### src/rtl/spi_pkg.sv
// spi_pkg: definitions shared by the SPI leader transmitter and follower receiver.
//   DEFAULT_DATA_LENGTH : default word width for both ends of the link
//   SCK_DIV_TC          : leader sck divider terminal count (half-period = TC+1 clk)
//   rx_state_t          : follower receiver state encoding (ARM / IDLE / RECV)
package spi_pkg;

  localparam int DEFAULT_DATA_LENGTH = 8;
  localparam int SCK_DIV_TC          = 24;

  localparam logic [1:0] ST_ARM_ENC  = 2'd0;
  localparam logic [1:0] ST_IDLE_ENC = 2'd1;
  localparam logic [1:0] ST_RECV_ENC = 2'd2;

  typedef enum logic [1:0] {
    ST_ARM  = ST_ARM_ENC,
    ST_IDLE = ST_IDLE_ENC,
    ST_RECV = ST_RECV_ENC
  } rx_state_t;

endpackage

### src/rtl/spi_sync.sv
// spi_sync: SYNC_STAGES-deep single-bit synchronizer for an asynchronous input.
//   clk : sampling clock
//   rst : synchronous active-high reset, loads RESET_VAL into every stage
//   d   : asynchronous input
//   q   : synchronized output (SYNC_STAGES clk of delay)
module spi_sync #(
  parameter int   SYNC_STAGES = 2,
  parameter logic RESET_VAL   = 1'b0
) (
  input  logic clk,
  input  logic rst,
  input  logic d,
  output logic q
);

  logic [SYNC_STAGES-1:0] stage_reg;
  logic [SYNC_STAGES-1:0] stage_next;

  assign stage_next[0] = d;

  generate
    for (genvar gi = 1; gi < SYNC_STAGES; gi++) begin : g_chain
      assign stage_next[gi] = stage_reg[gi-1];
    end
  endgenerate

  always_ff @(posedge clk) begin
    if (rst) begin
      stage_reg <= {SYNC_STAGES{RESET_VAL}};
    end else begin
      stage_reg <= stage_next;
    end
  end

  assign q = stage_reg[SYNC_STAGES-1];

endmodule

### src/rtl/spi_follower_receiver.sv
// spi_follower_receiver: follower-side SPI receiver, oversampled in the clk domain.
// Frames words on active-low ss, shifts mosi MSB-first on rising sck.
//   clk       : system clock
//   rst       : synchronous active-high reset
//   sck/ss/mosi : asynchronous SPI lines from the leader
//   rx_data   : last completed word, held until the next one completes
//   rx_valid  : one-cycle strobe, rx_data is new this cycle
//   frame_err : one-cycle strobe, ss released mid-word
//   rx_busy   : high while receiving (synchronized ss low)
module spi_follower_receiver
  import spi_pkg::*;
#(
  parameter int DATA_LENGTH = DEFAULT_DATA_LENGTH,
  parameter int SYNC_STAGES = 2
) (
  input  logic                   clk,
  input  logic                   rst,
  input  logic                   sck,
  input  logic                   ss,
  input  logic                   mosi,
  output logic [DATA_LENGTH-1:0] rx_data,
  output logic                   rx_valid,
  output logic                   frame_err,
  output logic                   rx_busy
);

  localparam int                CNT_W    = (DATA_LENGTH > 1) ? $clog2(DATA_LENGTH) : 1;
  localparam logic [CNT_W-1:0]  CNT_LAST = CNT_W'(DATA_LENGTH - 1);
  localparam int                ARM_W    = $clog2(SYNC_STAGES + 1);
  localparam logic [ARM_W-1:0]  ARM_DONE = ARM_W'(SYNC_STAGES);

  logic sck_s, ss_s, mosi_s;
  logic sck_d_reg;
  logic rise;

  rx_state_t              state_reg, state_next;
  logic [CNT_W-1:0]       cnt_reg, cnt_next;
  logic [DATA_LENGTH-1:0] shift_reg, shift_next;
  logic [DATA_LENGTH-1:0] rx_data_reg, rx_data_next;
  logic                   rx_valid_reg, rx_valid_next;
  logic                   frame_err_reg, frame_err_next;
  logic [ARM_W-1:0]       arm_cnt_reg, arm_cnt_next;
  logic [DATA_LENGTH-1:0] shift_in;

  spi_sync #(.SYNC_STAGES(SYNC_STAGES), .RESET_VAL(1'b0)) u_sync_sck (
    .clk(clk), .rst(rst), .d(sck), .q(sck_s)
  );
  spi_sync #(.SYNC_STAGES(SYNC_STAGES), .RESET_VAL(1'b1)) u_sync_ss (
    .clk(clk), .rst(rst), .d(ss), .q(ss_s)
  );
  spi_sync #(.SYNC_STAGES(SYNC_STAGES), .RESET_VAL(1'b0)) u_sync_mosi (
    .clk(clk), .rst(rst), .d(mosi), .q(mosi_s)
  );

  assign rise     = sck_s & ~sck_d_reg;
  assign shift_in = {shift_reg[DATA_LENGTH-2:0], mosi_s};

  always_ff @(posedge clk) begin
    if (rst) begin
      sck_d_reg     <= 1'b0;
      state_reg     <= ST_ARM;
      cnt_reg       <= '0;
      shift_reg     <= '0;
      rx_data_reg   <= '0;
      rx_valid_reg  <= 1'b0;
      frame_err_reg <= 1'b0;
      arm_cnt_reg   <= '0;
    end else begin
      sck_d_reg     <= sck_s;
      state_reg     <= state_next;
      cnt_reg       <= cnt_next;
      shift_reg     <= shift_next;
      rx_data_reg   <= rx_data_next;
      rx_valid_reg  <= rx_valid_next;
      frame_err_reg <= frame_err_next;
      arm_cnt_reg   <= arm_cnt_next;
    end
  end

  always_comb begin
    state_next     = state_reg;
    cnt_next       = cnt_reg;
    shift_next     = shift_reg;
    rx_data_next   = rx_data_reg;
    rx_valid_next  = 1'b0;
    frame_err_next = 1'b0;
    arm_cnt_next   = arm_cnt_reg;
    case (state_reg)
      ST_ARM: begin
        // The ss synchronizer resets to 1, so its output is not a real sample
        // of the line until the pipeline has refilled. Wait that out before
        // trusting ss_s high, otherwise a reset mid-frame would rejoin it.
        if (arm_cnt_reg != ARM_DONE) begin
          arm_cnt_next = arm_cnt_reg + ARM_W'(1);
        end else if (ss_s) begin
          state_next = ST_IDLE;
        end
      end
      ST_IDLE: begin
        if (!ss_s) begin
          state_next = ST_RECV;
          cnt_next   = '0;
          shift_next = '0;
        end
      end
      ST_RECV: begin
        // ss release takes priority over a coincident sck rise.
        if (ss_s) begin
          state_next     = ST_IDLE;
          frame_err_next = (cnt_reg != '0);
        end else if (rise) begin
          shift_next = shift_in;
          if (cnt_reg == CNT_LAST) begin
            rx_data_next  = shift_in;
            rx_valid_next = 1'b1;
            cnt_next      = '0;
          end else begin
            cnt_next = cnt_reg + CNT_W'(1);
          end
        end
      end
      default: begin
        state_next = ST_ARM;
      end
    endcase
  end

  assign rx_data   = rx_data_reg;
  assign rx_valid  = rx_valid_reg;
  assign frame_err = frame_err_reg;
  assign rx_busy   = (state_reg == ST_RECV);

endmodule

### config.mk
export PLATFORM = sky130hd
export DESIGN_NAME = spi_follower_receiver
export DESIGN_NICKNAME = d
export VERILOG_FILES = /design/src/rtl/spi_pkg.sv /design/src/rtl/spi_sync.sv /design/src/rtl/spi_follower_receiver.sv
export SDC_FILE = /design/constraint.sdc
export NUM_CORES = 1
export LEC_CHECK = 0
export CAP_MARGIN = 20
export CORE_MARGIN = 5
export CORE_UTILIZATION = 45
export DETAILED_ROUTE_END_ITERATION = 8
export PLACE_DENSITY = 0.66
export REMOVE_ABC_BUFFERS = 1
export SYNTH_ARGS = -nofsm -noshare
export SYNTH_HDL_FRONTEND = slang
export SYNTH_SLANG_ARGS = --single-unit
### constraint.sdc
create_clock -name clk -period 2.9 [get_ports clk]
set_input_delay 0.435 -clock clk [delete_from_list [all_inputs] [get_ports clk]]
set_output_delay 0.435 -clock clk [all_outputs]
set_load 0.02 [all_outputs]
* After elaboration in Yosys (flattened, before gate mapping)
Index checks and enable logic that the tools add are counted.
** Storage, ports and cells
- Output and inout bits :: 11
- Bits of input ports :: 5
- Word-level logic and storage cells :: 49
- Bits in registers :: 31
** Operators by class
- Reduce and logical (&&, ||, !) cells :: 9
- Bitwise gates (word level) :: 5
- Equality and inequality tests :: 8
- Multiplexer cells :: 14
- Add/sub/neg operators :: 2
** Operators with widths (count)
- two-way mux 7 bit :: 3
- one-hot mux 7 bit (2 select lines) :: 1
- two-way mux 3 bit :: 4
- != test 2 bit (second input constant) :: 4
- AND reduction 4 bit :: 2
- two-way mux 2 bit :: 3
- one-hot mux 2 bit (3 select lines) :: 1
- one-hot mux 3 bit (2 select lines) :: 1
- inverter 1 bit :: 4
- AND reduction 2 bit :: 2
- OR reduction 4 bit :: 1
- adder 3 x 1 -> 3 bit (second input constant) :: 1
- equality test 3 bit (second input constant) :: 1
- nonzero test 3 bit :: 1
- OR reduction 3 bit :: 1
- adder 2 x 1 -> 2 bit (second input constant) :: 1
- equality test 2 x 1 -> 1 bit (second input constant) :: 1
- equality test 2 bit (second input constant) :: 1
- zero test 2 bit :: 1
- != test 2 x 1 -> 1 bit (second input constant) :: 1
- nonzero test 2 bit :: 1
- bitwise AND 1 bit :: 1
- two-way mux 1 bit :: 1

* Depth between registers and ports, before layout
Gate-level depths: netlist of the first run.
- Word-level depth :: 5
- Mapped depth :: 5
- Gate-level depth less buffers :: 5

* Modules after synthesis
Synthesis of the first run repeated with hierarchy kept, for this count alone.
** Second synthesis, totals
- Cells, all modules :: 102
- Area, all modules :: 1193.6 µm²
** By module, submodules not included
- spi_follower_receiver :: area an instance 1036.0 µm², seq. area each 500.5 µm², times used 1, cells an instance 90
- spi_sync :: area an instance 52.6 µm², seq. area each 40.0 µm², times used 3, cells an instance 4

* Least setup slack after synthesis of the first run
No wires, ideal clock.
- Path kind :: input-to-reg
- Start point :: in rst
- End point :: reg cnt_reg[0]
- Setup slack :: 1643 ps
- Arrival :: 1133 ps
- Required time :: 2777 ps
- Library setup time :: 123 ps
- Cell stages on the path :: 3
- Cell sequence :: clkbuf_1 -> o31ai_4 -> mux2_1
** RTL lines
- start, declared :: line spi_follower_receiver.sv:17 : input logic rst,
- end signal, assigned :: line spi_follower_receiver.sv:71 : cnt_reg <= cnt_next;
- end, declared :: line spi_follower_receiver.sv:37 : logic [CNT_W-1:0] cnt_reg, cnt_next;

* Final worst setup path of the first run
- Start point :: reg state_reg[1]
- End point :: out rx_busy
** On the way
- Longest elaborated chain between the ends :: 1
** RTL lines
- start, declared :: line spi_follower_receiver.sv:36 : rx_state_t state_reg, state_next;
- start signal, assigned :: line spi_follower_receiver.sv:70 : state_reg <= state_next;
- equality test 2 bit :: line spi_follower_receiver.sv:131 : assign rx_busy = (state_reg == ST_RECV);
- end, declared :: line spi_follower_receiver.sv:24 : output logic rx_busy
Every way passes these cells.

==> results.tsv, run 1 <==
metric	value	unit
initial antenna violation count	0	
most frequent cell after synthesis	dfxtp_1	
R2R Path End	rx_data[0]	
Via density	5.026	
Detailed Route Iter0 Violations	7	
R2R depth	3	
Clock Tree Buf Depth	2	
share of cells above drive strength 1	12.10	%
largest net degree at the start of global routing	20	
ant diodes	0	
post-CTS sizing	0	
Tcrit/Tclk final	68.47	%
Cells after Synth	103	
Fillers	245	
fin. max-slew vios	0	
setup tns final	0	ns
Detailed Route WL	1.865	mm
io pins	16	
GPL Wtd Cong	0.6943	
Yosys Warn Count	0	
Die H	61.02	microns
fmax	0.5036	GHz
WHS Endpoint	u_sync_ss.stage_reg[1]	
clk_lat worst skew	0.33	ns
DR DRC count	0	
gr usage total	12.35	%
Die X-Extent	61.02	microns
Min-Delay Path Class	flip-flop to flip-flop	
reg2reg start	state_reg[1]	
clk sinks	31	
Post-synth EDFFs	0	
TritonRoute pass-1 iters	4	
dpl hpwl	1.312	mm
Post-Syn Area per Cell	11.37	sq um
VDD IR-drop max	358.0	uV
critical path capture point type	primary output	
Netlist cell types	25	
sequential cell area fraction in the yosys report	52.99	%
Core Area	2477	sq um
startpoint class of the critical path	flip-flop	
Synth area leader	dfxtp_1	
post-synth top area share	52.99	%
Detail Route Antenna Nets	0	
H-tree levels	2	
CTS tree	yes	
Final setup viols	0	
outcome	finished clean	
Die ar.	3723	sq um
vias	774	
Hold Buf Count CTS	0	
Port Buffers	15	
leakage power	0.5892	nW
r2r setup slk	1.40	ns
WHS Path Cells	1	
starting density of the core	47.27	%
aggregate global routing overflow	0	
total of max-cap violations	0	
WS Path Type	flip-flop to primary output	
Post-Syn Area	1171	sq um
Root Buffer	clkbuf_4	
most common flop cell mapped by yosys	dfxtp_1	
Critical Path RT	2.47	ns
Area growth syn-to-layout	23.29	%
number of flip-flops in the largest register	8	
first-pass GRT wire length	3.153	mm
RSZ-0062 raised after global routing	no	
Post-synth ARST share	0	%
Hold Vio Cnt, Final	0	
Pwr Density	618.0	nW/um^2
critical-path cell list	and2b_1 -> clkdlybuf4s50_1	
TritonCTS Buffers	5	
crit-path max cell delay	0.61	ns
Synth area leaders	dfxtp_1 53%, nand2b_1 9.1%, mux2i_1 6.8%	
arrival time worst endpoint	1.55	ns
final core utilization	58.28	%
post-layout min period	1.986	ns
wire length per cell	12.11	microns
Slew HR	61.62	%
CP max-delay cell	clkdlybuf4s50_1	
crit path max fanout	6	
Slew @ Worst Pin	0.5739	ns
vias in the first global route	723	
most instantiated cells after synthesis	31 x dfxtp_1, 17 x nand2b_1, 8 x a22o_1, 8 x mux2i_1, 7 x nor2b_1	
Post-CTS Setup Inserts	0	
worst hold start	u_sync_ss.stage_reg[0]	
# rows	18	
clock transition at the registers of the reported paths	0.09	ns
Layout Nets	132	
Clock Skew	0.009827	ns
flops & latches, synth	31	
cell usage in the layout (no fill, tap or decap), types with 3 or more instances in the layout:
cell type        netlist  layout
dfxtp_1               31      31
nand2b_1              17      17
clkdlybuf4s50_1        0      15
a22o_1                 8       8
mux2i_1                8       8
nor2b_1                7       7
clkbuf_4               0       5
nor2_1                 4       4
ha_1                   4       4
inv_1                  3       3
area by class of cell:
cell class / instances / area [sq um] / share of cell area [%]
clock inverter: 2 / 35.03 / 2.426
sequential: 31 / 620.6 / 42.98
tap: 30 / 37.54 / 2.600
timing repair buffer: 17 / 165.2 / 11.44
inverter: 3 / 11.26 / 0.7799
clock buffer: 6 / 51.30 / 3.553
multi-input combinational: 65 / 523.0 / 36.22
power breakdown:
group / total [mW] / internal [mW] / leakage, nW / switching [mW]
combinational: 0.0834 / 0.0424 / 0.289 / 0.0410
sequential: 0.459 / 0.446 / 0.252 / 0.0139
clock: 0.349 / 0.204 / 0.0482 / 0.146
metrics by stage:
stage / area (sq um) / std cells / hold slack, ns / power, mW / setup slack [ns]
final: 1444 / 154 / 0.4176 / 0.8923 / 0.9143
after floorplan: 1155 / 99 / 0.3895 / 0.5279 / 1.602
after detailed placement: 1358 / 146 / 0.3957 / 0.5543 / 0.9927
after global placement: 1358 / 146 / 0.3917 / 0.5487 / 1.032
after CTS: 1444 / 154 / 0.4192 / 0.9077 / 0.8904
after global routing: 1444 / 154 / 0.4453 / 0.9422 / 0.8152
critical path, delay by kind of cell (launching register included):
family / cells / cell delay (ns)
AND/OR/NAND/NOR: 1 / 0.19
flip-flops: 1 / 0.43
buffers and inverters: 1 / 0.61
cells by family after synthesis:
kind of cell	after synthesis	synth area share [%]
buffers and inverters	7	2.350
flip-flops	31	52.99
multiplexers	9	7.799
AND/OR/NAND/NOR	38	21.26
adder cells (fa/ha/maj)	4	4.274
AO/OA/AOI/OAI	13	10.58
XOR/XNOR	1	0.7480
worst max-delay path by stage:
stage,from,end,slack (ns),cells past startpoint
2_1_floorplan,state_reg[1],rx_data[0],1.60,3
3_3_place_gp,rst,cnt_reg[0],1.03,5
3_5_place_dp,rst,cnt_reg[0],0.99,5
4_1_cts,state_reg[1],rx_busy,0.89,2
5_1_grt,state_reg[1],rx_busy,0.82,2
6_report,state_reg[1],rx_busy,0.91,2
metal layers:
metal / vias up / wire length (microns) / GRT usage, %
met5: - / 0 / 0
met4: 0 / 36 / 9.288
met3: 4 / 117 / 6.289
met2: 16 / 898 / 19.39
met1: 362 / 813 / 12.53
li1: 392 / - / -
No activity file was read; power rests on OpenSTA's default activity.
==> run 2: changes to the inputs <==
--- a/config.mk
+++ b/config.mk
@@ -9,7 +9,7 @@
 export CORE_MARGIN = 5
 export CORE_UTILIZATION = 45
 export DETAILED_ROUTE_END_ITERATION = 8
-export PLACE_DENSITY = 0.66
+export PLACE_DENSITY = 0.68
 export REMOVE_ABC_BUFFERS = 1
 export SYNTH_ARGS = -nofsm -noshare
 export SYNTH_HDL_FRONTEND = slang
==> constraint.sdc (replaced) <==
create_clock -name clk -period 1.6 [get_ports clk]
set_input_delay 0.24 -clock clk [delete_from_list [all_inputs] [get_ports clk]]
set_output_delay 0.24 -clock clk [all_outputs]
set_load 0.02 [all_outputs]
==> run 2 against run 1 <==
Wire length decreased by 4.7%. Via count fell by 1.2%. Design area fell by 0.52%. Register-to-register slack worse by 1.2 ns. Critical endpoint is now rx_data[3].
==> results.tsv, run 2 (synthesis results as in run 1) <==
metric	value	unit
WS Path Type	flip-flop to primary output	
Root Buffer	clkbuf_4	
Min-Delay Path Class	flip-flop to flip-flop	
ant diodes	0	
WHS Endpoint	u_sync_ss.stage_reg[1]	
number of flip-flops in the largest register	8	
H-tree levels	2	
WHS Path Cells	1	
gr usage total	12.16	%
outcome	finished clean	
starting density of the core	47.27	%
initial antenna violation count	0	
Design Area, Final	1436	sq um
aggregate global routing overflow	0	
Clock Skew	0.006483	ns
Final setup viols	0	
vias in the first global route	746	
Via density	4.904	
CP max-delay cell	clkdlybuf4s50_1	
R2R Path End	cnt_reg[0]	
Hold Vio Cnt, Final	0	
R2R depth	4	
first-pass GRT wire length	3.160	mm
r2r setup slk	0.20	ns
TritonCTS Buffers	5	
Tcrit/Tclk final	93.72	%
crit path max fanout	2	
io pins	16	
Die ar.	3723	sq um
TritonRoute pass-1 iters	4	
critical path capture point type	primary output	
CTS tree	yes	
reg2reg start	cnt_reg[1]	
worst path bufs/invs	1	
leakage power	0.5897	nW
most frequent cells in the layout	31 x dfxtp_1, 17 x nand2b_1, 14 x clkdlybuf4s50_1	
largest net degree at the start of global routing	20	
worst hold start	u_sync_ss.stage_reg[0]	
Detailed Route WL	1.778	mm
Fillers	225	
clk_lat worst skew	0.32	ns
dpl hpwl	1.322	mm
total of max-cap violations	0	
Top Family by Delay on Critical Path	buffers and inverters	
fin. max-slew vios	0	
Detail Route Antenna Nets	0	
setup tns final	0	ns
clk sinks	31	
Overall Power	1.431	mW
Pwr Density	996.4	nW/um^2
VDD IR-drop max	664.3	uV
critical-path cell list	clkdlybuf4s50_1	
GPL Wtd Cong	0.7360	
share of cells above drive strength 1	13.49	%
Critical Path RT	1.36	ns
arrival time worst endpoint	1.26	ns
wire length per cell	11.40	microns
Port Buffers	15	
startpoint class of the critical path	flip-flop	
vias	765	
Area growth syn-to-layout	22.65	%
fmax	0.6669	GHz
DP Area	1380	sq um
Detailed Route Iter0 Violations	9	
Slew HR	69.00	%
Die H	61.02	microns
final core utilization	57.98	%
Die X-Extent	61.02	microns
post-layout min period	1.499	ns
clock transition at the registers of the reported paths	0.09	ns
Slew @ Worst Pin	0.4614	ns
crit-path max cell delay	0.61	ns
DR DRC count	0	
# rows	18	
RSZ-0062 raised after global routing	no	
Clock Tree Buf Depth	2	
Core Area	2477	sq um
most common cell after layout, fill and taps aside	dfxtp_1	
Layout Nets	135	
[run 2: cell types whose count changed in the layout (fill, tap and decap cells not counted), sizes merged]
cell,before,now
clkdlybuf4s15,0,1
buf,2,5
clkdlybuf4s50,15,14
bufinv,1,0
[run 2: repair_timing]
item	4_1_cts	5_1_grt
resized for setup	1	1
hold buffers	0	0
setup endpoints to repair	1	1
buffers inserted	0	0
[run 2: worst max path at each step]
stage,from,end,cells after the start
2_1_floorplan,state_reg[1],rx_data[0],3
3_3_place_gp,rst,cnt_reg[0],5
3_5_place_dp,rst,cnt_reg[0],5
4_1_cts,state_reg[1],rx_busy,2
5_1_grt,state_reg[1],rx_busy,2
6_report,rx_data[3],rx_data[3],1
[run 2: routing by layer]
metal	share of wire, %	up-vias	GRT usage, %
met5	0	-	0
met4	1.9	0	6.502
met3	6.7	5	6.289
met2	46	18	17.56
met1	45	344	14.68
li1	-	398	-
[run 2: power by group]
part | internal, mW | switching, mW | total [mW] | leakage [nW]
sequential | 0.807 | 0.0250 | 0.832 | 0.252
clock | 0.203 | 0.239 | 0.443 | 0.0341
combinational | 0.0827 | 0.0735 | 0.156 | 0.304
total | 1.09 | 0.338 | 1.43 | 0.590
[run 2: layout make-up]
class / count / area, sq um / area share (%)
multi-input cells: 65 / 523.0 / 36.41
clock inverters: 1 / 5.005 / 0.3484
flip-flops and latches: 31 / 620.6 / 43.21
inverters: 3 / 11.26 / 0.7840
repair buffers: 20 / 187.7 / 13.07
clock buffers: 6 / 51.30 / 3.571
well taps: 30 / 37.54 / 2.613
[run 2: stage by stage]
stage               instances  worst slack [ns]  hold slack (ns)
floorplan                  99            0.3017           0.3116
finish                    156            0.1005           0.4228
global placement          149           0.03479           0.3968
CTS                       156           0.05256           0.4288
global route              156          0.005802           0.4360
detailed placement        149          0.005512           0.4037
==> run 3: changes to the inputs <==
--- a/config.mk
+++ b/config.mk
@@ -9,6 +9,7 @@
 export CORE_MARGIN = 5
 export CORE_UTILIZATION = 45
 export DETAILED_ROUTE_END_ITERATION = 8
+export HOLD_SLACK_MARGIN = 0.03
 export PLACE_DENSITY = 0.68
 export REMOVE_ABC_BUFFERS = 1
 export SYNTH_ARGS = -nofsm -noshare
==> results of run 3 <==
Same layout as run 2: the final DEF is identical, and so are final timing and power.
